**src/rtl/circle_rasterizer.sv**
```systemverilog
// circle_rasterizer
//   Queues circle draw commands and raster-scans each clipped bounding box, one candidate
//   pixel per cycle, through a 3-stage squared-distance pipeline. Pixels inside the circle
//   leave on a valid/ready stream; candidates outside are dropped as bubbles.
//
// Ports
//   clk_in, rst_in                 clock, asynchronous active-high reset
//   cmd_valid_in / cmd_ready_out   command handshake (ready = queue not full)
//   cmd_hcount_in, cmd_vcount_in   circle centre
//   cmd_radius_in                  circle radius
//   cmd_thick_in                   ring thickness (RASTER_RING_EN only)
//   px_valid_out / px_ready_in     pixel stream handshake
//   px_hcount_out, px_vcount_out   pixel coordinates
//   done_out                       1-cycle pulse when a circle has fully drained
//   busy_out                       queue non-empty, scan active or pipeline occupied
//   circle_count_out               completed circles, wraps at 2^16
//
// Configuration
//   RASTER_RING_EN  adds cmd_thick_in; inside test becomes (r-t)^2 < d^2 <= r^2,
//                   with t >= r (t != 0) giving a filled disc.
module circle_rasterizer #(
    parameter int H_WIDTH    = 11,
    parameter int V_WIDTH    = 10,
    parameter int R_WIDTH    = 9,
    parameter int SCREEN_W   = 1280,
    parameter int SCREEN_H   = 720,
    parameter int FIFO_DEPTH = 4
) (
    input  logic               clk_in,
    input  logic               rst_in,
    input  logic               cmd_valid_in,
    output logic               cmd_ready_out,
    input  logic [H_WIDTH-1:0] cmd_hcount_in,
    input  logic [V_WIDTH-1:0] cmd_vcount_in,
    input  logic [R_WIDTH-1:0] cmd_radius_in,
`ifdef RASTER_RING_EN
    input  logic [R_WIDTH-1:0] cmd_thick_in,
`endif
    output logic               px_valid_out,
    input  logic               px_ready_in,
    output logic [H_WIDTH-1:0] px_hcount_out,
    output logic [V_WIDTH-1:0] px_vcount_out,
    output logic               done_out,
    output logic               busy_out,
    output logic [15:0]        circle_count_out
);

    localparam int AW  = $clog2(FIFO_DEPTH);
    localparam int XW  = H_WIDTH + 2;
    localparam int YW  = V_WIDTH + 2;
    localparam int DXW = R_WIDTH + 2;       // |delta| <= r always, so this is wide enough
    localparam int SW  = 2 * R_WIDTH + 2;
    localparam int DW  = SW + 1;

    localparam logic signed [XW-1:0] X_MAX = XW'(SCREEN_W - 1);
    localparam logic signed [YW-1:0] Y_MAX = YW'(SCREEN_H - 1);

    localparam logic [1:0] S_IDLE  = 2'd0;
    localparam logic [1:0] S_SETUP = 2'd1;
    localparam logic [1:0] S_SCAN  = 2'd2;
    localparam logic [1:0] S_DRAIN = 2'd3;

    // ---------------------------------------------------------------- command queue
    logic [H_WIDTH-1:0] r_fifo_cx [FIFO_DEPTH];
    logic [V_WIDTH-1:0] r_fifo_cy [FIFO_DEPTH];
    logic [R_WIDTH-1:0] r_fifo_r  [FIFO_DEPTH];
`ifdef RASTER_RING_EN
    logic [R_WIDTH-1:0] r_fifo_t  [FIFO_DEPTH];
`endif
    logic [AW:0]        r_wptr;
    logic [AW:0]        r_rptr;
    logic               w_empty;
    logic               w_full;
    logic               w_push;
    logic               w_pop;
    logic [1:0]         r_state;

    assign w_empty       = (r_wptr == r_rptr);
    assign w_full        = (r_wptr[AW] != r_rptr[AW]) &&
                           (r_wptr[AW-1:0] == r_rptr[AW-1:0]);
    assign w_pop         = (r_state == S_IDLE) && !w_empty;
    // A full queue still accepts when the head is leaving in the same cycle.
    assign cmd_ready_out = !w_full || w_pop;
    assign w_push        = cmd_valid_in && cmd_ready_out;

    always_ff @(posedge clk_in) begin
        if (w_push) begin
            r_fifo_cx[r_wptr[AW-1:0]] <= cmd_hcount_in;
            r_fifo_cy[r_wptr[AW-1:0]] <= cmd_vcount_in;
            r_fifo_r[r_wptr[AW-1:0]]  <= cmd_radius_in;
`ifdef RASTER_RING_EN
            r_fifo_t[r_wptr[AW-1:0]]  <= cmd_thick_in;
`endif
        end
    end

    always_ff @(posedge clk_in or posedge rst_in) begin
        if (rst_in) begin
            r_wptr <= '0;
            r_rptr <= '0;
        end else begin
            if (w_push) r_wptr <= r_wptr + (AW + 1)'(1);
            if (w_pop)  r_rptr <= r_rptr + (AW + 1)'(1);
        end
    end

    // ---------------------------------------------------------------- active command
    logic [H_WIDTH-1:0] r_cx;
    logic [V_WIDTH-1:0] r_cy;
    logic [R_WIDTH-1:0] r_r;
`ifdef RASTER_RING_EN
    logic [R_WIDTH-1:0] r_t;
`endif

    always_ff @(posedge clk_in or posedge rst_in) begin
        if (rst_in) begin
            r_cx <= '0;
            r_cy <= '0;
            r_r  <= '0;
`ifdef RASTER_RING_EN
            r_t  <= '0;
`endif
        end else if (w_pop) begin
            r_cx <= r_fifo_cx[r_rptr[AW-1:0]];
            r_cy <= r_fifo_cy[r_rptr[AW-1:0]];
            r_r  <= r_fifo_r[r_rptr[AW-1:0]];
`ifdef RASTER_RING_EN
            r_t  <= r_fifo_t[r_rptr[AW-1:0]];
`endif
        end
    end

    // ---------------------------------------------------------------- bounding box
    logic signed [XW-1:0] w_x_lo, w_x_hi, w_x_lo_c, w_x_hi_c;
    logic signed [YW-1:0] w_y_lo, w_y_hi, w_y_lo_c, w_y_hi_c;
    logic                 w_box_empty;

    assign w_x_lo   = $signed(XW'(r_cx)) - $signed(XW'(r_r));
    assign w_x_hi   = $signed(XW'(r_cx)) + $signed(XW'(r_r));
    assign w_y_lo   = $signed(YW'(r_cy)) - $signed(YW'(r_r));
    assign w_y_hi   = $signed(YW'(r_cy)) + $signed(YW'(r_r));
    assign w_x_lo_c = w_x_lo[XW-1] ? '0 : w_x_lo;
    assign w_y_lo_c = w_y_lo[YW-1] ? '0 : w_y_lo;
    assign w_x_hi_c = (w_x_hi > X_MAX) ? X_MAX : w_x_hi;
    assign w_y_hi_c = (w_y_hi > Y_MAX) ? Y_MAX : w_y_hi;
    // A centre far enough off-screen leaves lo above the clamped hi.
    assign w_box_empty = (w_x_lo_c > w_x_hi_c) || (w_y_lo_c > w_y_hi_c);

    // ---------------------------------------------------------------- FSM and scan
    logic [H_WIDTH-1:0] r_x0, r_x1, r_x;
    logic [V_WIDTH-1:0] r_y1, r_y;
    logic               r_done;
    logic [15:0]        r_count;
    logic               w_adv;
    logic               w_pipe_busy;
    logic               r_s1_v, r_s2_v, r_px_valid;

    assign w_adv       = !r_px_valid || px_ready_in;
    assign w_pipe_busy = r_s1_v || r_s2_v || r_px_valid;

    always_ff @(posedge clk_in or posedge rst_in) begin
        if (rst_in) begin
            r_state <= S_IDLE;
            r_x0    <= '0;
            r_x1    <= '0;
            r_y1    <= '0;
            r_x     <= '0;
            r_y     <= '0;
            r_done  <= 1'b0;
            r_count <= '0;
        end else begin
            r_done <= 1'b0;
            case (r_state)
                S_IDLE: begin
                    if (!w_empty) r_state <= S_SETUP;
                end
                S_SETUP: begin
                    r_x0    <= w_x_lo_c[H_WIDTH-1:0];
                    r_x1    <= w_x_hi_c[H_WIDTH-1:0];
                    r_y1    <= w_y_hi_c[V_WIDTH-1:0];
                    r_x     <= w_x_lo_c[H_WIDTH-1:0];
                    r_y     <= w_y_lo_c[V_WIDTH-1:0];
                    r_state <= w_box_empty ? S_DRAIN : S_SCAN;
                end
                S_SCAN: begin
                    if (w_adv) begin
                        if (r_x == r_x1) begin
                            if (r_y == r_y1) begin
                                r_state <= S_DRAIN;
                            end else begin
                                r_x <= r_x0;
                                r_y <= r_y + V_WIDTH'(1);
                            end
                        end else begin
                            r_x <= r_x + H_WIDTH'(1);
                        end
                    end
                end
                S_DRAIN: begin
                    if (!w_pipe_busy) begin
                        r_done  <= 1'b1;
                        r_count <= r_count + 16'd1;
                        r_state <= S_IDLE;
                    end
                end
                default: r_state <= S_IDLE;
            endcase
        end
    end

    // ---------------------------------------------------------------- distance pipeline
    logic [DXW-1:0]     w_dx, w_dy, w_adx, w_ady;
    logic [H_WIDTH-1:0] r_s1_x, r_s2_x, r_px_x;
    logic [V_WIDTH-1:0] r_s1_y, r_s2_y, r_px_y;
    logic [DXW-1:0]     r_s1_adx, r_s1_ady;
    logic [SW-1:0]      r_s2_dx2, r_s2_dy2, r_s2_r2;
`ifdef RASTER_RING_EN
    logic [SW-1:0]      r_s2_in2;
    logic               r_s2_filled;
`endif
    logic [DW-1:0]      w_d2;
    logic               w_inside;

    // Differences wrap modulo 2^DXW; the true value lies in [-r, r] so no information is lost.
    assign w_dx  = DXW'(r_x) - DXW'(r_cx);
    assign w_dy  = DXW'(r_y) - DXW'(r_cy);
    assign w_adx = w_dx[DXW-1] ? -w_dx : w_dx;
    assign w_ady = w_dy[DXW-1] ? -w_dy : w_dy;

    assign w_d2 = DW'(r_s2_dx2) + DW'(r_s2_dy2);
`ifdef RASTER_RING_EN
    assign w_inside = (w_d2 <= DW'(r_s2_r2)) && (r_s2_filled || (w_d2 > DW'(r_s2_in2)));
`else
    assign w_inside = (w_d2 <= DW'(r_s2_r2));
`endif

    always_ff @(posedge clk_in or posedge rst_in) begin
        if (rst_in) begin
            r_s1_v      <= 1'b0;
            r_s1_x      <= '0;
            r_s1_y      <= '0;
            r_s1_adx    <= '0;
            r_s1_ady    <= '0;
            r_s2_v      <= 1'b0;
            r_s2_x      <= '0;
            r_s2_y      <= '0;
            r_s2_dx2    <= '0;
            r_s2_dy2    <= '0;
            r_s2_r2     <= '0;
`ifdef RASTER_RING_EN
            r_s2_in2    <= '0;
            r_s2_filled <= 1'b0;
`endif
            r_px_valid  <= 1'b0;
            r_px_x      <= '0;
            r_px_y      <= '0;
        end else if (w_adv) begin
            // S1: candidate from the scan position
            r_s1_v      <= (r_state == S_SCAN);
            r_s1_x      <= r_x;
            r_s1_y      <= r_y;
            r_s1_adx    <= w_adx;
            r_s1_ady    <= w_ady;
            // S2: squares
            r_s2_v      <= r_s1_v;
            r_s2_x      <= r_s1_x;
            r_s2_y      <= r_s1_y;
            r_s2_dx2    <= SW'(r_s1_adx) * SW'(r_s1_adx);
            r_s2_dy2    <= SW'(r_s1_ady) * SW'(r_s1_ady);
            r_s2_r2     <= SW'(r_r) * SW'(r_r);
`ifdef RASTER_RING_EN
            r_s2_in2    <= SW'(r_r - r_t) * SW'(r_r - r_t);
            r_s2_filled <= (r_t >= r_r) && (r_t != '0);
`endif
            // S3: inside test feeds the output register; misses become bubbles
            r_px_valid  <= r_s2_v && w_inside;
            r_px_x      <= r_s2_x;
            r_px_y      <= r_s2_y;
        end
    end

    assign px_valid_out     = r_px_valid;
    assign px_hcount_out    = r_px_x;
    assign px_vcount_out    = r_px_y;
    assign done_out         = r_done;
    assign circle_count_out = r_count;
    assign busy_out         = !w_empty || (r_state != S_IDLE) || w_pipe_busy;

endmodule

```
**config.mk**
```make
export PLATFORM = sky130hd
export DESIGN_NAME = circle_rasterizer
export DESIGN_NICKNAME = d
export VERILOG_FILES = /design/src/rtl/circle_rasterizer.sv
export SDC_FILE = /design/constraint.sdc
export NUM_CORES = 1
export LEC_CHECK = 0
export BUFFER_PORTS_ARGS = -buffer_cell sky130_fd_sc_hd__buf_2
export CAP_MARGIN = 10
export CORE_UTILIZATION = 35
export DETAILED_ROUTE_END_ITERATION = 7
export GPL_TIMING_DRIVEN = 0
export HOLD_SLACK_MARGIN = 0.05
export PLACE_DENSITY_LB_ADDON = 0.3
export SLEW_MARGIN = 20
export SYNTH_ARGS = -nofsm -noshare
export SYNTH_HDL_FRONTEND = slang
export SYNTH_SLANG_ARGS = --single-unit
```
**constraint.sdc**
```tcl
create_clock -name clk_in -period 8.38 [get_ports clk_in]
set_input_delay 0.419 -clock clk_in [delete_from_list [all_inputs] [get_ports clk_in]]
set_output_delay 0.419 -clock clk_in [all_outputs]
set_load 0.02 [all_outputs]
```
==> impl_results.md <==
- Slew headroom: 31.7%
- I/O Pins: 75
- Fin worst setup slack: 2150 ps
- Data required, critical path: 8810 ps
- Vias per Instance: 4.89
- HP Class: in -> reg
- CTS Root Cell: clkbuf_16
- Routability-driven placement congestion ratio: 0.856
- CP max FO: 10
- Syn_nets: 3,192
- Drt drc: 0
- Max Clock Skew: 29.1 ps
- Clock sink count: 371
- Crit path launch type: register
- First-pass GRT wire length: 107 mm
- Launching point of the worst reg2reg path: r_s1_adx[5]$_DFFE_PP0P_
- Area grow syn2layout: 12.7%
- Max Cap Viol: 0
- Most frequent CP cell: fa_1
- Worst Hold Launch: cmd_radius_in[1]
- Largest cells by area after synthesis: dfrtp_1, edfxtp_1, fa_1
- Final WL: 66.5 mm
- # port buffers: 74
- DRT antenna net count: 0
- WL/cell: 16.8 µm
- FF+latch count, synth: 371
- Post-layout min period: 6230 ps
- Synthesized area: 27,500 µm²
- Number of gates resized after cts: 0
- Final HPWL DP: 51.5 mm
- Ys Warns: 0
- Largest net degree at the start of global routing: 102
- Mapped Cells: 2,739
- Main synth FF type: dfrtp_1
- Final Hold Viols: 0
- Worst-path clk slew: 60 ps
- Post-synth ARST share: 67.7%
- Share of the synthesized area in the top cell type: 22.8%
- CTS buffer count: 40
- Fraction of layout instances using a drive strength above 1: 8.75%
- Crit. End Element: register
- Number of global-route vias before repair: 19,700
- Setup WS pre-CTS: 2210 ps
- Remaining Overflow, GRT: 0
- Critical path cell sequence: clkbuf_1, and2_1, fa_1, fa_1, inv_1, fa_1, inv_1, fa_1, fa_1, ha_1, or3_1, o21ai_0, a2111oi_0, o41ai_1, nand2_1, a31oi_1, xnor2_1, a21oi_1
- Max-slew violation count: 0
- Number of flops mapped to enable cells by yosys: 120
- RSZ-0062 raised after global routing: false
- Die Ht: 282 µm
- Critical path launch point: r_s1_adx[5]$_DFFE_PP0P_
- GR Util All Layers: 17.1%
- Initial Util: 35.5%
- Detailed Routing Iterations Pass 1: 5
- Postcts setup bufs: 0
- Most common cell in the netlist: nand2_1
- DIE AREA: 79,800 µm²
- Die W: 282 µm
- H-Tree Depth: 2
- Core area: 77,600 µm²
- Skew-Pair Late Insertion Delay: 570 ps
- Avg Synthesized Cell Area: 10.1 µm²
- Critical Path AT: 6660 ps
- Ant diodes: 0
- CTS tree: done
- Sequential element share of the synthesized area: 35.9%
- Worst-Margin Slew: 999 ps
- Initial antenna violation count: 2
- Maximum buffer depth of the clock tree: 3
- Status: completed
- # nets final: 3,336
- Slowest Stage Delay on Critical Path: 690 ps
- Highest-delay cell along the critical path: o41ai_1
- Row cnt: 102
- CP Class: reg -> reg
- Fmax: 161 MHz
- Most instantiated cells after synthesis: nand2_1, inv_1, ha_1
- DRT iter0 DRCs: 1,021
- Fin crit share: 74.3%
- DR vias: 19,300
- Yosys top cell by area: dfrtp_1
- Final setup viols: 0
- Post-synth cell types: 79
-- logic make-up after synthesis --
family,Yosys count,synth area share (%)
DFF,371,35.9
and+or+nand+nor,843,14.1
xor gates and xnor gates,169,5.38
AOI/OAI and AO/OA,438,10.1
adders and majority gates,419,23.6
buffers and inverters,391,5.40
muxes,108,5.53
-- through the flow --
stage | hold WS (ps) | std cells | cell area (µm²) | TNS (ps) | utilization [%]
after CTS | 50.2 | 3954 | 31000 | 0 | 40.0
after global routing | 68.7 | 3954 | 31000 | 0 | 40.0
after floorplan | 439 | 2739 | 27500 | 0 | -
after detailed placement | 454 | 3859 | 29400 | 0 | 37.9
after global placement | 450 | 3853 | 29200 | -557750 | 37.6
final | 72.4 | 3954 | 31000 | 0 | 40.0
-- repair_timing --
action | in CTS | in global routing
setup endpoints to repair | 0 | 0
hold buffers | 22 | 0
endpoints found under the hold margin | 146 | 0
-- worst paths after layout --
kind | to | slack [ps] | cells after the start
max in group asynchronous | r_r[0]$_DFFE_PP0P_ | 7020 | 4
min reg2reg | px_hcount_out[6]$_DFFE_PP0P_ | 460 | 2
min in group asynchronous | px_vcount_out[1]$_DFFE_PP0P_ | 460 | 3
max | r_s2_dx2[19]$_DFFE_PP0P_ | 2150 | 18
min | r_fifo_r[2][1]$_DFFE_PP_ | 70 | 1
max reg2reg | r_s2_dx2[19]$_DFFE_PP0P_ | 2150 | 18
-- area by class of cell --
cell class / instances / area (µm²)
repair buffers: 102 / 756
plain buffers: 103 / 407
well taps: 1040 / 1300
flip-flops and latches: 371 / 9880
multi-input cells: 1977 / 16200
fillers: 7772 / 46600
clock buffers: 49 / 1100
inverters: 288 / 1090
clock inverters: 24 / 327
-- layout by cell type (no fill, tap or decap), drive strengths merged, types with 53 or more instances in the layout --
master and instances:
nand2 378, inv 287, ha 253, dfrtp 251
fa 166, nor2 163, clkbuf 144, a21oi 130
edfxtp 120, o21ai 114, xnor2 103, and2 95
buf 88, xor2 66, mux2 53
-- sequential cells by signal, summed over array words and instances (netlist names), 16 cells and up --
name,cells
r_fifo_cx,44
r_fifo_cy,40
r_fifo_r,36
r_s2_dx2,19
r_s2_dy2,19
r_s2_r2,17
circle_count_out,16
-- routing by layer --
layer	routed length, µm	global-route usage, %
met2	31000	28.2
met5	0	0
met3	2290	2.00
met4	1720	4.77
met1	31500	23.8
-- critical path: cells and delay by family (launching register included) --
kind                     cells  cell delay (ps)
adder cells (fa/ha/maj)      6             2710
AND/OR/NAND/NOR              3              730
AO/OA/AOI/OAI                5             1280
flip-flops                   1              490
XOR/XNOR                     1              170
buffers and inverters        3              670
Power is not shown: default switching activity piles up to over one toggle a cycle in this logic, so the estimate is an artifact.
